--- config.mk ---
export PLATFORM = sky130hd
export DESIGN_NAME = multicycle_ctrl
export DESIGN_NICKNAME = d
export VERILOG_FILES = /design/src/rtl/multicycle_ctrl.sv
export SDC_FILE = /design/constraint.sdc
export NUM_CORES = 1
export LEC_CHECK = 0
export BUFFER_PORTS_ARGS = -buffer_cell sky130_fd_sc_hd__buf_2
export CAP_MARGIN = 20
export CELL_PAD_IN_SITES_DETAIL_PLACEMENT = 0
export CELL_PAD_IN_SITES_GLOBAL_PLACEMENT = 2
export CORE_AREA = 3 3 65 67
export DETAILED_ROUTE_END_ITERATION = 7
export DIE_AREA = 0 0 68 70
export PLACE_DENSITY = 0.86
export SLEW_MARGIN = 40
export SYNTH_ARGS = -nofsm -noshare
export SYNTH_HDL_FRONTEND = slang
export SYNTH_SLANG_ARGS = --single-unit
--- constraint.sdc ---
create_clock -name clk -period 4.1 [get_ports clk]
set_input_delay 0.615 -clock clk [delete_from_list [all_inputs] [get_ports clk]]
set_output_delay 0.615 -clock clk [all_outputs]
set_load 0.05 [all_outputs]
--- src/rtl/multicycle_ctrl.sv ---
// Multicycle controller: fixed 5-state IF/ID/EX/MEM/WB sequence.
// The instruction is latched into IR on leaving IF and every output is
// decoded from state and IR only; zero qualifies pcSrc during WB.
module multicycle_ctrl (
  input  logic        clk,
  input  logic        rst,
  input  logic [31:0] instr,
  input  logic        zero,
  output logic [2:0]  state,
  output logic        aluSrc,
  output logic [3:0]  aluCtrl,
  output logic        memRead,
  output logic        memWrite,
  output logic        memToReg,
  output logic        regWrite,
  output logic        loadPC,
  output logic        pcSrc
);

  typedef enum logic [2:0] {
    S_IF  = 3'd0,
    S_ID  = 3'd1,
    S_EX  = 3'd2,
    S_MEM = 3'd3,
    S_WB  = 3'd4
  } state_t;

  typedef enum logic [2:0] {
    C_ILL, C_R, C_I, C_LD, C_ST, C_BR
  } cls_t;

  localparam logic [6:0] OP_R  = 7'b0110011;
  localparam logic [6:0] OP_I  = 7'b0010011;
  localparam logic [6:0] OP_LD = 7'b0000011;
  localparam logic [6:0] OP_ST = 7'b0100011;
  localparam logic [6:0] OP_BR = 7'b1100011;

  localparam logic [3:0] ALU_AND = 4'b0000;
  localparam logic [3:0] ALU_OR  = 4'b0001;
  localparam logic [3:0] ALU_ADD = 4'b0010;
  localparam logic [3:0] ALU_XOR = 4'b0101;
  localparam logic [3:0] ALU_SUB = 4'b0110;
  localparam logic [3:0] ALU_SLT = 4'b0111;
  localparam logic [3:0] ALU_SRL = 4'b1000;
  localparam logic [3:0] ALU_SLL = 4'b1001;
  localparam logic [3:0] ALU_SRA = 4'b1010;

  state_t      state_q, state_d;
  logic [31:0] ir_q, ir_d;
  logic        alu_src_q, alu_src_d;
  logic [3:0]  alu_ctrl_q, alu_ctrl_d;
  logic        mem_read_q, mem_read_d;
  logic        mem_write_q, mem_write_d;
  logic        mem_to_reg_q, mem_to_reg_d;
  logic        reg_write_q, reg_write_d;
  logic        load_pc_q, load_pc_d;
  logic        branch_q, branch_d;
  cls_t        cls_d;

  // Only opcode, funct3 and funct7[5] matter to this controller.
  logic unused_ir;
  assign unused_ir = ^{ir_q[31], ir_q[29:15], ir_q[11:7]};

  function automatic cls_t classify(input logic [6:0] op, input logic [2:0] f3);
    cls_t c;
    c = C_ILL;
    case (op)
      OP_R:    c = C_R;
      OP_I:    c = C_I;
      OP_LD:   c = C_LD;
      OP_ST:   c = C_ST;
      OP_BR:   c = (f3 == 3'b000) ? C_BR : C_ILL;
      default: c = C_ILL;
    endcase
    return c;
  endfunction

  function automatic logic [3:0] alu_dec(input cls_t c, input logic [2:0] f3,
                                         input logic f7b5);
    logic [3:0] a;
    a = ALU_AND;
    case (c)
      C_LD, C_ST: a = ALU_ADD;
      C_BR:       a = ALU_SUB;
      C_R, C_I: begin
        case (f3)
          3'b000:  a = (c == C_R && f7b5) ? ALU_SUB : ALU_ADD;
          3'b111:  a = ALU_AND;
          3'b110:  a = ALU_OR;
          3'b100:  a = ALU_XOR;
          3'b010:  a = ALU_SLT;
          3'b001:  a = ALU_SLL;
          3'b101:  a = f7b5 ? ALU_SRA : ALU_SRL;
          default: a = ALU_AND;
        endcase
      end
      default:    a = ALU_AND;
    endcase
    return a;
  endfunction

  // Next state, IR capture and next-cycle output decode. Outputs are
  // computed from the upcoming state/IR so they can be registered.
  always_comb begin
    ir_d = (state_q == S_IF) ? instr : ir_q;
    case (state_q)
      S_IF:    state_d = S_ID;
      S_ID:    state_d = S_EX;
      S_EX:    state_d = S_MEM;
      S_MEM:   state_d = S_WB;
      S_WB:    state_d = S_IF;
      default: state_d = S_IF;
    endcase
    cls_d        = classify(ir_d[6:0], ir_d[14:12]);
    alu_src_d    = (cls_d == C_I) || (cls_d == C_LD) || (cls_d == C_ST);
    alu_ctrl_d   = alu_dec(cls_d, ir_d[14:12], ir_d[30]);
    mem_to_reg_d = (cls_d == C_LD);
    mem_read_d   = (state_d == S_MEM) && (cls_d == C_LD);
    mem_write_d  = (state_d == S_MEM) && (cls_d == C_ST);
    reg_write_d  = (state_d == S_WB) &&
                   ((cls_d == C_R) || (cls_d == C_I) || (cls_d == C_LD));
    load_pc_d    = (state_d == S_WB);
    branch_d     = (state_d == S_WB) && (cls_d == C_BR);
  end

  // State, IR and registered outputs; reset clears all strobes at once.
  always_ff @(posedge clk or posedge rst) begin
    if (rst) begin
      state_q      <= S_IF;
      ir_q         <= '0;
      alu_src_q    <= 1'b0;
      alu_ctrl_q   <= '0;
      mem_read_q   <= 1'b0;
      mem_write_q  <= 1'b0;
      mem_to_reg_q <= 1'b0;
      reg_write_q  <= 1'b0;
      load_pc_q    <= 1'b0;
      branch_q     <= 1'b0;
    end else begin
      state_q      <= state_d;
      ir_q         <= ir_d;
      alu_src_q    <= alu_src_d;
      alu_ctrl_q   <= alu_ctrl_d;
      mem_read_q   <= mem_read_d;
      mem_write_q  <= mem_write_d;
      mem_to_reg_q <= mem_to_reg_d;
      reg_write_q  <= reg_write_d;
      load_pc_q    <= load_pc_d;
      branch_q     <= branch_d;
    end
  end

  assign state    = state_q;
  assign aluSrc   = alu_src_q;
  assign aluCtrl  = alu_ctrl_q;
  assign memRead  = mem_read_q;
  assign memWrite = mem_write_q;
  assign memToReg = mem_to_reg_q;
  assign regWrite = reg_write_q;
  assign loadPC   = load_pc_q;
  // zero is only meaningful in WB; branch_q already implies WB.
  assign pcSrc    = branch_q & zero;

endmodule
== Yosys cells after proc, flatten, opt, wreduce, memory -nomap -nowiden ==
Cells that the tools add are included.

* Register bits: 45
* Bits of input ports: 35
* Output and inout port bits: 14

* Equal/unequal tests: 20
* Muxes and demuxes: 8
* Bitwise logic cells: 1
* Reduce and logical (&&, ||, !) cells: 13

{| class="wikitable"
|+ Operator list
! cell !! number
|-
| two-way mux 31 bit || 1
|-
| case mux 4 bit (6 select lines) || 1
|-
| equality test 3 x 2 -> 1 bit (second input constant) || 6
|-
| equality test 3 bit (second input constant) || 6
|-
| case mux 3 bit (5 select lines) || 1
|-
| equality test 7 x 6 -> 1 bit (second input constant) || 2
|-
| case mux 3 bit (4 select lines) || 1
|-
| case mux 4 bit (3 select lines) || 1
|-
| equality test 3 x 1 -> 1 bit (second input constant) || 3
|-
| equality test 7 x 2 -> 1 bit (second input constant) || 1
|-
| equality test 7 x 5 -> 1 bit (second input constant) || 1
|-
| equality test 7 bit (second input constant) || 1
|-
| zero test 3 bit || 2
|-
| two-way mux 3 bit || 2
|-
| logical AND 1 bit || 5
|-
| logical OR 1 bit || 4
|-
| OR reduction 2 bit || 2
|-
| two-way mux 2 bit || 1
|-
| bitwise AND 1 bit || 1
|}

== Longest topological paths before layout ==
Gate-level depths: netlist of run 1.

* Word-level depth: 10
* Mapped depth: 6
* Gate-level depth less buffers: 4

== Worst setup path before layout of run 1 ==
Ideal clock, no wire load.

* Kind: reg2reg
* Start point: register state_q[1] (netlist: state[1])
* End point: register ir_q[0]
* Library setup time: 0.128 ns
* Arrival time: 1.573 ns
* Setup slack: 2.400 ns
* Cell stages (with the launch flop): 5
* Path buffers: 2
* Clock period less this slack: 1.700 ns
* Path through: dfrtp_1 nor3_4 buf_6 buf_4 mux2_1

* Word-level cells in the longest chain between the ends: 2

{| class="wikitable"
|+ RTL lines
! what !! line !! source
|-
| start, declared || 48 || <nowiki>state_t state_q, state_d;</nowiki>
|-
| start signal, assigned || 140 || <nowiki>state_q <= state_d;</nowiki>
|-
| zero test 3 bit || 105 || <nowiki>ir_d = (state_q == S_IF) ? instr : ir_q;</nowiki>
|-
| two-way mux 31 bit || 105 ||
|-
| net ir_d[0] || 49 || <nowiki>logic [31:0] ir_q, ir_d;</nowiki>
|-
| end signal, assigned || 141 || <nowiki>ir_q <= ir_d;</nowiki>
|-
| end, declared || 49 ||
|}

The timed path passes the listed nets, and every way through them passes these cells.
A chain may end at the register's enable or synchronous reset.

== Worst setup path after layout of run 1 ==
* Start point: register state_q[1] (netlist: state[1])
* End point: register alu_ctrl_q[0] (netlist: aluCtrl[0])

* Word-level cells in the longest chain between the ends: 8
* Elaborated cells on any way between the ends: 24

{| class="wikitable"
|+ RTL lines
! what !! line !! source
|-
| zero test 3 bit (*) || 105 ||
|-
| two-way mux 31 bit (*) || 105 ||
|-
| net ir_d[12] || 49 ||
|-
| zero test 3 bit || 72, 86 ||
|-
| two-way mux 3 bit || 72 || <nowiki>OP_BR: c = (f3 == 3'b000) ? C_BR : C_ILL;</nowiki>
|-
| case mux 3 bit (5 select lines) || 67 || <nowiki>case (op)</nowiki>
|-
| equality test 3 x 1 -> 1 bit (tied with other cells) || 82 || <nowiki>case (c)</nowiki>
|-
| OR reduction 2 bit || 82 ||
|-
| case mux 4 bit (3 select lines) (*) || 82 ||
|-
| net alu_ctrl_d[0] || 51 || <nowiki>logic [3:0] alu_ctrl_q, alu_ctrl_d;</nowiki>
|-
| end signal, assigned || 143 || <nowiki>alu_ctrl_q <= alu_ctrl_d;</nowiki>
|-
| end, declared || 51 ||
|}

Mark *: on every way through the listed nets, which the timed path passes. The rest lies on a longest branch.

==> summary.md, run 1 <==
Entering global routing, the biggest net connects 26 pins. Summed over all failing endpoints, the final setup total negative slack is 0 ps. The average wire per standard cell was 12.51 microns; the part of the total power dissipated in combinational logic was 0.077. The tool flagged a number of max-cap violations equal to 0. The initial antenna violation count is 0. Combined global-route utilization of all metal layers: 0.09701. The share of the yosys chip area belonging to registers is 0.5669, and the share of post-route cells with drive strength above 1 is 0.3033. The completed layout was analyzed and its total power is 0.4315 mW. Using the TritonRoute via totals, the vias-per-cell ratio works out to 4.824.

The post-synthesis average cell area was 12.00 sq um; the arrival time at the worst endpoint was 2040 ps. The number of global-route vias before repair is 750, and the total of flip-flops plus latches after synthesis is 25. In the routed design, unresolved DRC markers number 0. The setup skew after layout is 0.9713 ps. The sequential cell fraction of total power is 0.597, and the count of fill cells added during filler insertion is 386.

The source of the worst register-to-register timing path is state[1]$_DFF_PP0_. The leakage power was 0.5898 nW; the post-route standard cell area excluding fillers was 1336 sq um. The run gives 2127 microns as the total routed wirelength. The clock drives 25 sinks.

The relative slew slack is 0.6360, and the post-detailed-placement half-perimeter wirelength is 1656 microns. The logs give 260 ps for the clock latency reported for the late side of the worst-skew pair and 0.3356 mW for the internal power consumption. TritonCTS built the clock tree. In this run, placement finished with an instance count of 166. The count of boundary I/O pins is 49, and the count of flip-flops with a built-in enable after synthesis is 0. Setup violations remaining at the end of the flow were counted as 0.

Hold timing on the final database bottoms out at a slack of 368.8 ps. For the buffers inserted during post-CTS setup optimization, the log shows 0. The logs give 0.325 for the proportion of power drawn by the clock network and 3689 sq um for the core area. For this design the ratio of total power to cell area is 322.9 nW/um^2.

Setup repair after global routing left no endpoint under its margin. The total count of hold-check failures in the final report was 0. The kind of capture point of the worst setup path is a flip-flop.

Max-slew violation total from the final report: 0. The first global-routing pass estimated 3525 microns of wire. The highest clock rate is 526.0 MHz. Yosys mapped the design onto 31 distinct sky130hd cell types. Layout-stage area growth over the synthesis result: 21.09%.

The initial detailed-routing violation count is 27. The buffer type at the clock tree root is sky130_fd_sc_hd__clkbuf_8. Buffers inserted during clock tree synthesis total 3. In this run the core area contains 22 standard-cell rows. In this run the worst path has a maximum fanout of 13. The fraction of the cycle the final worst path needs is 0.4637, and the transition at the pin with the smallest max-transition slack is 544.2 ps. STA puts the critical path data required time at 4240 ps. During synthesis, Yosys emitted a total of 0 warnings.

The worst hold path belongs to the class primary input to async pin. The switching portion of total power works out to 0.2221. Count of nets after finishing: 158.

The tools report the maximum level of the CTS H-tree as 1. Before antenna repair, the detailed router went through 4 iterations. The routed design could run at a clock period as short as 1901 ps.

At the end of routability-driven placement, the weighted congestion stood at 0.7690. The post-layout instance count excluding filler cells was 170; the post-cts resize count was 0. The clock slew seen by the registers of the worst setup and hold paths was 80 ps. The repair_antennas step left the layout with diodes totalling 0. Summing every instance area after synthesis gives 1104 sq um.

The commonest register cell after synthesis is sky130_fd_sc_hd__dfrtp_1. The routed layout has 820 vias. Synthesis produced 92 cells.

Classification of the worst setup path: flip-flop to flip-flop. The startpoint class of the critical path was a flip-flop. The number of buffers inserted by port buffering is 27.

For this design, the CTS-stage hold fixing added 0 buffers. The share of synthesized flip-flops with an asynchronous set or reset came out at 1.000. The run gives 127 as the number of nets produced by synthesis.

The overall die height works out to 70 microns. The flow ran to the end, and the final reports show no timing, DRC or antenna violations. Die width: 68 microns. Across the VDD grid, the largest voltage drop is 0.1116 mV. The die covers 4760 sq um. The run gives 0 as the overflow left after global routing.

After detailed placement, the total cell area comes to 1291 sq um. In this run the remaining antenna-violating nets after routing total 0. In this run the power spent charging and discharging nets is 0.09583 mW.

For the effective utilization at floorplan, the log shows 0.2992. Origin of the worst setup path: state[1]$_DFF_PP0_. The deepest clock path buffer count is 2.
[routing by layer]
| layer | up-vias | GRT usage | part of all wire |
|---|---|---|---|
| li1 | 393 | - | - |
| met1 | 386 | 0.1309 | 0.44 |
| met2 | 36 | 0.1456 | 0.47 |
| met3 | 5 | 0.01447 | 0.066 |
| met4 | 0 | 0.05298 | 0.024 |
| met5 | - | 0 | 0 |
[final cells by class]
type / count / area, sq um / area share
clock buffers: 4 / 45.04 / 0.03371
well taps: 48 / 60.06 / 0.04494
flip-flops and latches: 25 / 625.6 / 0.4682
repair buffers: 28 / 146.4 / 0.1096
inverters: 2 / 7.507 / 0.005618
multi-input cells: 63 / 451.7 / 0.3380
[flip-flops by register name (all words and copies together) (netlist names)]
signal,flops
memToReg,1
branch_q,1
aluSrc,1
regWrite,1
memWrite,1
aluCtrl,4
loadPC,1
ir_q,11
memRead,1
state,3
[kinds of logic after synthesis]
| family | share of synthesized area |
|---|---|
| simple gates | 0.1961 |
| compound gates | 0.08617 |
| mux | 0.1111 |
| xor+xnor | 0.01588 |
| flops | 0.5669 |
| buf+inv | 0.02381 |
[per-stage QoR]
step | setup WS [ps] | utilization
after floorplan | 2400 | -
after global placement | 2099 | 0.3470
after detailed placement | 2207 | 0.3501
after CTS | 2186 | 0.3623
after global routing | 2064 | 0.3623
final | 2199 | 0.3623
[synth_stat cells, drive strengths merged, types with 2 or more instances]
master | number | area [sq um]
nand2 | 4 | 15.01
xnor2 | 2 | 17.52
nand2b | 2 | 12.51
nor2 | 13 | 48.80
mux2 | 10 | 112.6
a21oi | 3 | 15.01
buf | 2 | 18.77
nand4bb | 2 | 22.52
nand4b | 2 | 17.52
a211oi | 3 | 22.52
nor3 | 5 | 41.29
dfrtp | 25 | 625.6
a31oi | 2 | 12.51
o21ai | 4 | 20.02
inv | 2 | 7.510
[power groups by stage]
stage | Sequential [mW] | Clock (mW) | Combinational [mW]
2_1_floorplan | 0.263 | 0 | 0.0177
3_3_place_gp | 0.262 | 0 | 0.0328
3_5_place_dp | 0.263 | 0 | 0.0338
4_1_cts | 0.258 | 0.146 | 0.0340
5_1_grt | 0.259 | 0.156 | 0.0379
6_report | 0.258 | 0.140 | 0.0334
[critical path, cell delays in order, from the launching register on]
cell                      delay (ps)
sky130_fd_sc_hd__dfrtp_1         450
sky130_fd_sc_hd__nor3_4          520
sky130_fd_sc_hd__buf_6           230
sky130_fd_sc_hd__mux2_2          370
sky130_fd_sc_hd__xnor2_1         160
sky130_fd_sc_hd__nor2_1           50
[final timing paths]
kind	end	slack, ps	cells past startpoint
setup / recovery	aluCtrl[0]$_DFF_PP0_	2200	5
hold / removal	ir_q[0]$_DFF_PP0_	370	2
setup reg to reg	aluCtrl[0]$_DFF_PP0_	2200	5
hold reg to reg	memRead$_DFF_PP0_	490	1
max in group asynchronous	ir_q[30]$_DFF_PP0_	3390	2
min in group clk	memRead$_DFF_PP0_	490	1
[layout by cell type, fill, tap and decap left out, types with 3 or more instances in the layout]
master and count:
sky130_fd_sc_hd__buf_2 27, sky130_fd_sc_hd__nor2_1 13, sky130_fd_sc_hd__nand2_1 4, sky130_fd_sc_hd__mux2_1 8, sky130_fd_sc_hd__dfrtp_1 25, sky130_fd_sc_hd__nor3_1 3, sky130_fd_sc_hd__a21oi_1 3, sky130_fd_sc_hd__clkbuf_8 3
sky130_fd_sc_hd__a211oi_1 3
(Power assumes the default switching activity.)
==> inputs of run 2 (changes only) <==
--- a/config.mk
+++ b/config.mk
@@ -9,10 +9,10 @@
 export CAP_MARGIN = 20
 export CELL_PAD_IN_SITES_DETAIL_PLACEMENT = 0
 export CELL_PAD_IN_SITES_GLOBAL_PLACEMENT = 2
-export CORE_AREA = 3 3 65 67
+export CORE_AREA = 3 3 71 73
 export DETAILED_ROUTE_END_ITERATION = 7
-export DIE_AREA = 0 0 68 70
-export PLACE_DENSITY = 0.86
+export DIE_AREA = 0 0 74 76
+export PLACE_DENSITY = 0.77
 export SLEW_MARGIN = 40
 export SYNTH_ARGS = -nofsm -noshare
 export SYNTH_HDL_FRONTEND = slang
==> constraint.sdc (replaced) <==
create_clock -name clk -period 1.7 [get_ports clk]
set_input_delay 0.255 -clock clk [delete_from_list [all_inputs] [get_ports clk]]
set_output_delay 0.255 -clock clk [all_outputs]
set_load 0.05 [all_outputs]
==> run 2 against run 1 <==
  * Cell count grew 4.1%
  * Routed wire length grew 15%
  * Critical path depth grew 1
  * Largest cell class unchanged
  * Worst hold slack lost 340 ps
  * Fmax grew 19%
  * Highest routed layer unchanged
  * Global-route usage shrank 0.41 points
  * Core utilization shrank 5.0 points
  * Non-clock buffer count grew 3
  * Register-to-register slack lost 2100 ps
  * First-iteration DRC count grew to 2.6 times the previous value
==> summary.md, run 2 (synthesized netlist as in run 1, its figures left out) <==
The highest clock rate was 623.7 MHz (was 526.0 MHz). The layout-stage area growth over the synthesis result was 24.94% (was 21.09%). The run gives 0 (unchanged) as the diode insertion count for antenna repair.

Initial antenna violation count: 0 (unchanged). The worst slack at placement is 105.2 ps (was 2207 ps). The run gives 1 (unchanged) as the maximum level of the CTS H-tree. The post-detailed-placement half-perimeter wirelength is 1867 microns (was 1656 microns). The max-slew violation total from the final report was 0 (unchanged). The tools report the required time of the critical path as 1850 ps (was 4240 ps). The total area of multi-input combinational cells was 456.7 sq um (was 451.7 sq um); the number of flip-flops under the largest register name was 11 (unchanged). The kind of path behind the tightest hold check was primary input to async pin (unchanged). Final critical-path required period: 1603 ps (was 1901 ps).

Total number of placement rows: 24 (was 22). The deepest clock path buffer count was 2 (unchanged); the power density over the cells was 764.0 nW/um^2 (was 322.9 nW/um^2). The total count of hold-check failures in the final report was 0 (unchanged). Setup repair after global routing left no endpoint under its margin. The logs give 0.329 (was 0.325) for the proportion of power drawn by the clock network and 70 (was 27) for the initial detailed-routing violation count. The worst-path maximum fanout is 16 (was 13).

The part of the total power dissipated in combinational logic is 0.079 (was 0.077). The worst vdd rail ir drop is 0.2895 mV (was 0.1116 mV), and the average wire per standard cell is 13.85 microns (was 12.51 microns). The transition at the pin with the smallest max-transition slack was 440.9 ps (was 544.2 ps); the total negative slack was 0 ps (unchanged). The routability congestion estimate was 0.8610 (was 0.7690); the final-report setup violation count was 0 (unchanged). The arrival time at the worst endpoint came out at 1750 ps (was 2040 ps).

The logs give 26 (unchanged) for the pin count of the biggest net entering global routing and 25 (unchanged) for the number of sinks driven by the clock tree. The run gives 1.053 mW (was 0.4315 mW) as the overall power after layout. The total number of vias came out at 829 (was 820). The instance count after placement with tap cells included was 173 (was 166); the internal power consumption was 0.8118 mW (was 0.3356 mW). Number of maximum-capacitance constraint violations: 0 (unchanged). The flow ran to the end, and the final reports show no timing, DRC or antenna violations. The switching portion of total power was 0.2294 (was 0.2221); the overflow left after global routing was 0 (unchanged).

For the total routed wirelength, the log shows 2451 microns (was 2127 microns). The tools report the kind of capture point of the worst setup path as a flip-flop (unchanged). For the sequential cell fraction of total power, the log shows 0.592 (was 0.597).

The overall die height is 76 microns (was 70 microns). The number of buffers inserted by port buffering works out to 27 (unchanged). Final worst setup slack: 96.77 ps (was 2199 ps).

The buffers inserted during post-CTS setup optimization was 0 (unchanged). TritonCTS built the clock tree. Switching component of the power: 0.2416 mW (was 0.09583 mW).

Most frequent cells in the layout: sky130_fd_sc_hd__buf_2, sky130_fd_sc_hd__dfrtp_1, sky130_fd_sc_hd__nor2_1 (unchanged). The number of global-route vias before repair came out at 846 (was 750). The most common library cell in the layout ignoring fill and taps was sky130_fd_sc_hd__buf_2 (unchanged). For the effective utilization at floorplan, the log shows 0.2500 (was 0.2992). The clock latency reported for the late side of the worst-skew pair was 260 ps (about the same).

The run gives 626.9 sq um (was 625.6 sq um) as the sequential cell area in the final layout. Buffer type at the clock tree root: sky130_fd_sc_hd__clkbuf_8 (unchanged). The number of routed nets with antenna violations came out at 0 (unchanged). For the first-pass GRT wire length, the log shows 4112 microns (was 3525 microns). The logs give 161 (was 158) for the count of nets after finishing and 3 (unchanged) for the number of buffers inserted during clock tree synthesis.

The register ranked first by flip-flop count was ir_q (unchanged). The clock slew seen by the registers of the worst setup and hold paths was 80 ps (about the same). The core area is 4414 sq um (was 3689 sq um). The tools report the startpoint class of the critical path as a flip-flop (unchanged). The die width came out at 74 microns (was 68 microns). The area of the die was 5624 sq um (was 4760 sq um). The combined global-route utilization of all metal layers is 0.09294 (was 0.09701), and the leakage power is 0.6068 nW (was 0.5898 nW).

The logs give 2.411 ps (was 0.9713 ps) for the setup skew after layout and 0.7047 (was 0.6360) for the relative slew slack. The run gives 4 (unchanged) as the number of search-and-repair iterations in the first detailed-routing pass. The classification of the worst setup path is flip-flop to flip-flop (unchanged).

The fraction of the cycle the final worst path needs came out at 0.9431 (was 0.4637). Count of fill cells added during filler insertion: 465 (was 386). The share of post-route cells with drive strength above 1 works out to 0.3280 (was 0.3033).

Count of boundary I/O pins: 49 (unchanged). The DRC violation count after routing is 0 (unchanged). The logs give 0 (unchanged) for the number of buffers added to fix hold violations after cts and 177 (was 170) for the post-layout instance count excluding filler cells. The number of vias per cell after detailed routing was 4.684 (was 4.824); the post-cts resize count was 0 (unchanged).
-- run 2: power by group through the flow --
stage	logic [mW]	clock network [mW]	registers, mW
floorplan	0.0428	0	0.635
global placement	0.0826	0	0.633
detailed placement	0.0845	0	0.634
CTS	0.0848	0.360	0.622
global route	0.0944	0.377	0.625
finish	0.0835	0.347	0.623
-- run 2: critical path, cell delays in order, from the launching register on --
cell                      delay, ps
sky130_fd_sc_hd__dfrtp_2        460
sky130_fd_sc_hd__nor3_4         240
sky130_fd_sc_hd__buf_12         180
sky130_fd_sc_hd__buf_4          170
sky130_fd_sc_hd__mux2i_1        240
sky130_fd_sc_hd__xnor2_1        140
sky130_fd_sc_hd__nor2_1          50
-- run 2: routing by layer --
| metal | wire [microns] | GRT usage | up-vias | part of all wire |
|---|---|---|---|---|
| li1 | - | - | 399 | - |
| met1 | 1117 | 0.1207 | 405 | 0.46 |
| met2 | 1180 | 0.1472 | 23 | 0.48 |
| met3 | 136 | 0.01979 | 2 | 0.055 |
| met4 | 16 | 0.03804 | 0 | 0.0065 |
| met5 | 0 | 0 | - | 0 |
-- run 2: area by class of cell --
cell class,instances,area share
flip-flops and latches,25,0.4546
multi-input cells,63,0.3312
repair buffers,31,0.1289
well taps,52,0.04719
clock buffers,4,0.03267
inverters,2,0.005445
-- run 2: stage by stage --
stage / util / instance area [sq um] / hold WS (ps)
global placement: 0.3010 / 1329 / 316.7
detailed placement: 0.3010 / 1329 / 324.7
finish: 0.3124 / 1379 / 23.92
CTS: 0.3112 / 1374 / 32.60
floorplan: - / 1105 / 282.3
global route: 0.3124 / 1379 / 50.56
-- run 2: worst paths after layout --
path	startpoint	end	slack, ps	depth (start not counted)
max in group asynchronous	rst	state[1]$_DFF_PP0_	1420	3
worst min-delay path	rst	memRead$_DFF_PP0_	20	3
min in group clk	instr[3]	ir_q[3]$_DFF_PP0_	220	2
worst max-delay path	state[1]$_DFF_PP0_	aluCtrl[0]$_DFF_PP0_	100	6
worst min register to register	ir_q[2]$_DFF_PP0_	ir_q[2]$_DFF_PP0_	490	1
worst max register to register	state[1]$_DFF_PP0_	aluCtrl[0]$_DFF_PP0_	100	6
==> inputs of run 3 (changes only) <==
--- a/config.mk
+++ b/config.mk
@@ -13,7 +13,7 @@
 export DETAILED_ROUTE_END_ITERATION = 7
 export DIE_AREA = 0 0 74 76
 export PLACE_DENSITY = 0.77
-export SLEW_MARGIN = 40
+export RECOVER_POWER = 50
 export SYNTH_ARGS = -nofsm -noshare
 export SYNTH_HDL_FRONTEND = slang
 export SYNTH_SLANG_ARGS = --single-unit
==> run 3 against run 2 <==
  * Sequential share of layout area up 0.25 points
  * Critical path type unchanged
  * Worst hold slack about the same
  * Die area did not move
  * Setup slack got worse by 1.3 ps
==> summary.md, run 3 (synthesized netlist as in run 1, its figures left out) <==
The initial detailed-routing violation count came out at 69 (was 70). The count of buffer and inverter cells on the critical path was 2 (unchanged). The run gives 0.1472 (unchanged) as the met2 layer usage reported by global route.

Delay contributed by the slowest stage of the critical path: 470 ps (was 460 ps). Most frequent cells in the layout: sky130_fd_sc_hd__dfrtp_1, sky130_fd_sc_hd__buf_2, sky130_fd_sc_hd__nor2_1 (was sky130_fd_sc_hd__buf_2, sky130_fd_sc_hd__dfrtp_1, sky130_fd_sc_hd__nor2_1). The number of flip-flops under the largest register name is 11 (unchanged). The tools report the pin count of the biggest net entering global routing as 26 (unchanged). The leakage power came out at 0.5906 nW (was 0.6068 nW). The run gives 0 (unchanged) as the initial antenna violation count. The first-pass GRT wire length is 4112 microns (unchanged), and the count of fill cells added during filler insertion is 467 (was 465). The classification of the worst setup path was flip-flop to flip-flop (unchanged). The share of post-route cells with drive strength above 1 came out at 0.2960 (was 0.3280). The combined global-route utilization of all metal layers was 0.09294 (unchanged).

The final-report setup violation count was 0 (unchanged). The run gives 24.08 ps (was 23.92 ps) as the worst hold-check slack. The tools report the startpoint class of the critical path as a flip-flop (unchanged). The final critical-path required period was 1605 ps (was 1603 ps); the met1 track utilization from global routing was 0.1207 (unchanged). The die width was 74 microns (unchanged); the total number of vias was 828 (was 829). The worst vdd rail ir drop came out at 0.2894 mV (was 0.2895 mV).

The diode insertion count for antenna repair was 0 (unchanged). The maximum level of the CTS H-tree was 1 (unchanged). The count of boundary I/O pins is 49 (unchanged), and the number of buffers inserted by port buffering is 27 (unchanged). Layout-stage area growth over the synthesis result: 24.26% (was 24.94%). The run gives 1867 microns (unchanged) as the post-detailed-placement half-perimeter wirelength. The run gives 2 (unchanged) as the deepest clock path buffer count. The kind of capture point of the worst setup path was a flip-flop (unchanged). TritonCTS built the clock tree. The power density over the cells is 768.1 nW/um^2 (was 764.0 nW/um^2), and the number of search-and-repair iterations in the first detailed-routing pass is 4 (unchanged). The tools report the number of routed nets with antenna violations as 0 (unchanged). The total negative slack is 0 ps (unchanged). The total count of hold-check failures in the final report was 0 (unchanged). The run gives 1750 ps (about the same) as the arrival time at the worst endpoint. Number of buffers inserted during clock tree synthesis: 3 (unchanged). The run gives 5624 sq um (unchanged) as the area of the die. Most used routing layer: met2 (unchanged). Setup repair after global routing left no endpoint under its margin. Required time of the critical path: 1850 ps (about the same). The run gives 0.01979 (unchanged) as the global-route track usage on met3.

The total routed wirelength is 2457 microns (was 2451 microns), and the clock latency reported for the late side of the worst-skew pair is 260 ps (about the same). The count of nets after finishing is 161 (unchanged), and the highest clock rate is 623.2 MHz (was 623.7 MHz). The number of sinks driven by the clock tree was 25 (unchanged); the transition at the pin with the smallest max-transition slack was 601.3 ps (was 440.9 ps). List of cells traversed by the critical path: nor3_4, buf_12, buf_4, mux2i_1, xnor2_1, nor2_1 (unchanged). The buffer type at the clock tree root is sky130_fd_sc_hd__clkbuf_8 (unchanged).

The fraction of the cycle the final worst path needs came out at 0.9439 (was 0.9431). Worst-path maximum fanout: 16 (unchanged). For the relative slew slack, the log shows 0.6009 (was 0.7047). The tools report the total number of placement rows as 24 (unchanged). The max-slew violation total from the final report came out at 0 (unchanged). The DRC violation count after routing was 0 (unchanged); the effective utilization at floorplan was 0.2500 (unchanged). The kind of path behind the tightest hold check was primary input to async pin (unchanged). Slowest stage cell on the critical path: sky130_fd_sc_hd__dfrtp_2 (unchanged).

The overall die height came out at 76 microns (unchanged). The clock slew seen by the registers of the worst setup and hold paths is 80 ps (about the same). The routability congestion estimate was 0.8610 (unchanged).

The number of vias per cell after detailed routing works out to 4.678 (was 4.684). The run finished with clean final reports. The average wire per standard cell is 13.88 microns (was 13.85 microns), and the sequential cell area in the final layout is 626.9 sq um (unchanged).

The total area of multi-input combinational cells is 456.7 sq um (unchanged), and the overflow left after global routing is 0 (unchanged). The logs give 846 (unchanged) for the number of global-route vias before repair and 2.362 ps (was 2.411 ps) for the setup skew after layout. For the core area, the log shows 4414 sq um (unchanged). The register ranked first by flip-flop count is ir_q (unchanged). The kind of cell adding the most delay to the critical path is flip-flops (unchanged). The tools report the number of maximum-capacitance constraint violations as 0 (unchanged).
==> run 3: layout make-up <==
class                      count  share of cell area
timing repair buffer          31              0.1241
sequential                    25              0.4571
clock buffer                   4             0.03285
tap                           52             0.04745
inverter                       2            0.005474
multi-input combinational     63              0.3330
==> run 3: tightest hold or removal path, cell delays in order <==
cell                    delay, ps
sky130_fd_sc_hd__buf_2         90
sky130_fd_sc_hd__inv_1         40
sky130_fd_sc_hd__buf_4        300
==> run 3: path summary, 6_finish.rpt <==
check / slack (ps) / cells past startpoint / start / end
min in group clk: 220 / 2 / instr[3] / ir_q[3]$_DFF_PP0_
worst min register to register: 490 / 1 / ir_q[2]$_DFF_PP0_ / ir_q[2]$_DFF_PP0_
worst min-delay path: 20 / 3 / rst / memRead$_DFF_PP0_
max in group asynchronous: 1420 / 3 / rst / state[1]$_DFF_PP0_
worst max-delay path: 100 / 6 / state[1]$_DFF_PP0_ / aluCtrl[0]$_DFF_PP0_
worst max register to register: 100 / 6 / state[1]$_DFF_PP0_ / aluCtrl[0]$_DFF_PP0_
==> run 3: layer usage <==
metal,up-vias,share of wire
li1,400,-
met1,403,0.46
met2,23,0.48
met3,2,0.057
met4,0,0.0065
met5,-,0
==> run 3: power by group <==
| part | total (mW) | internal [mW] | switching (mW) |
|---|---|---|---|
| combinational | 0.0834 | 0.0355 | 0.0479 |
| sequential | 0.623 | 0.609 | 0.0144 |
| clock | 0.347 | 0.167 | 0.179 |
| total | 1.05 | 0.812 | 0.242 |
==> run 3: stage by stage <==
step	utilization	power (mW)	instances	setup WS [ps]	area [sq um]
floorplan	-	0.6775	92	14.20	1105
global placement	0.3010	0.7157	173	141.1	1329
detailed placement	0.3010	0.7187	173	105.2	1329
CTS	0.3112	1.067	177	83.94	1374
global route	0.3107	1.096	177	24.01	1371
finish	0.3107	1.053	177	95.43	1371
==> run 3: timing repair <==
action,in CTS,in global routing
resized for setup,0,1
setup endpoints to repair,0,1
hold buffers,0,0
setup buffers,0,0
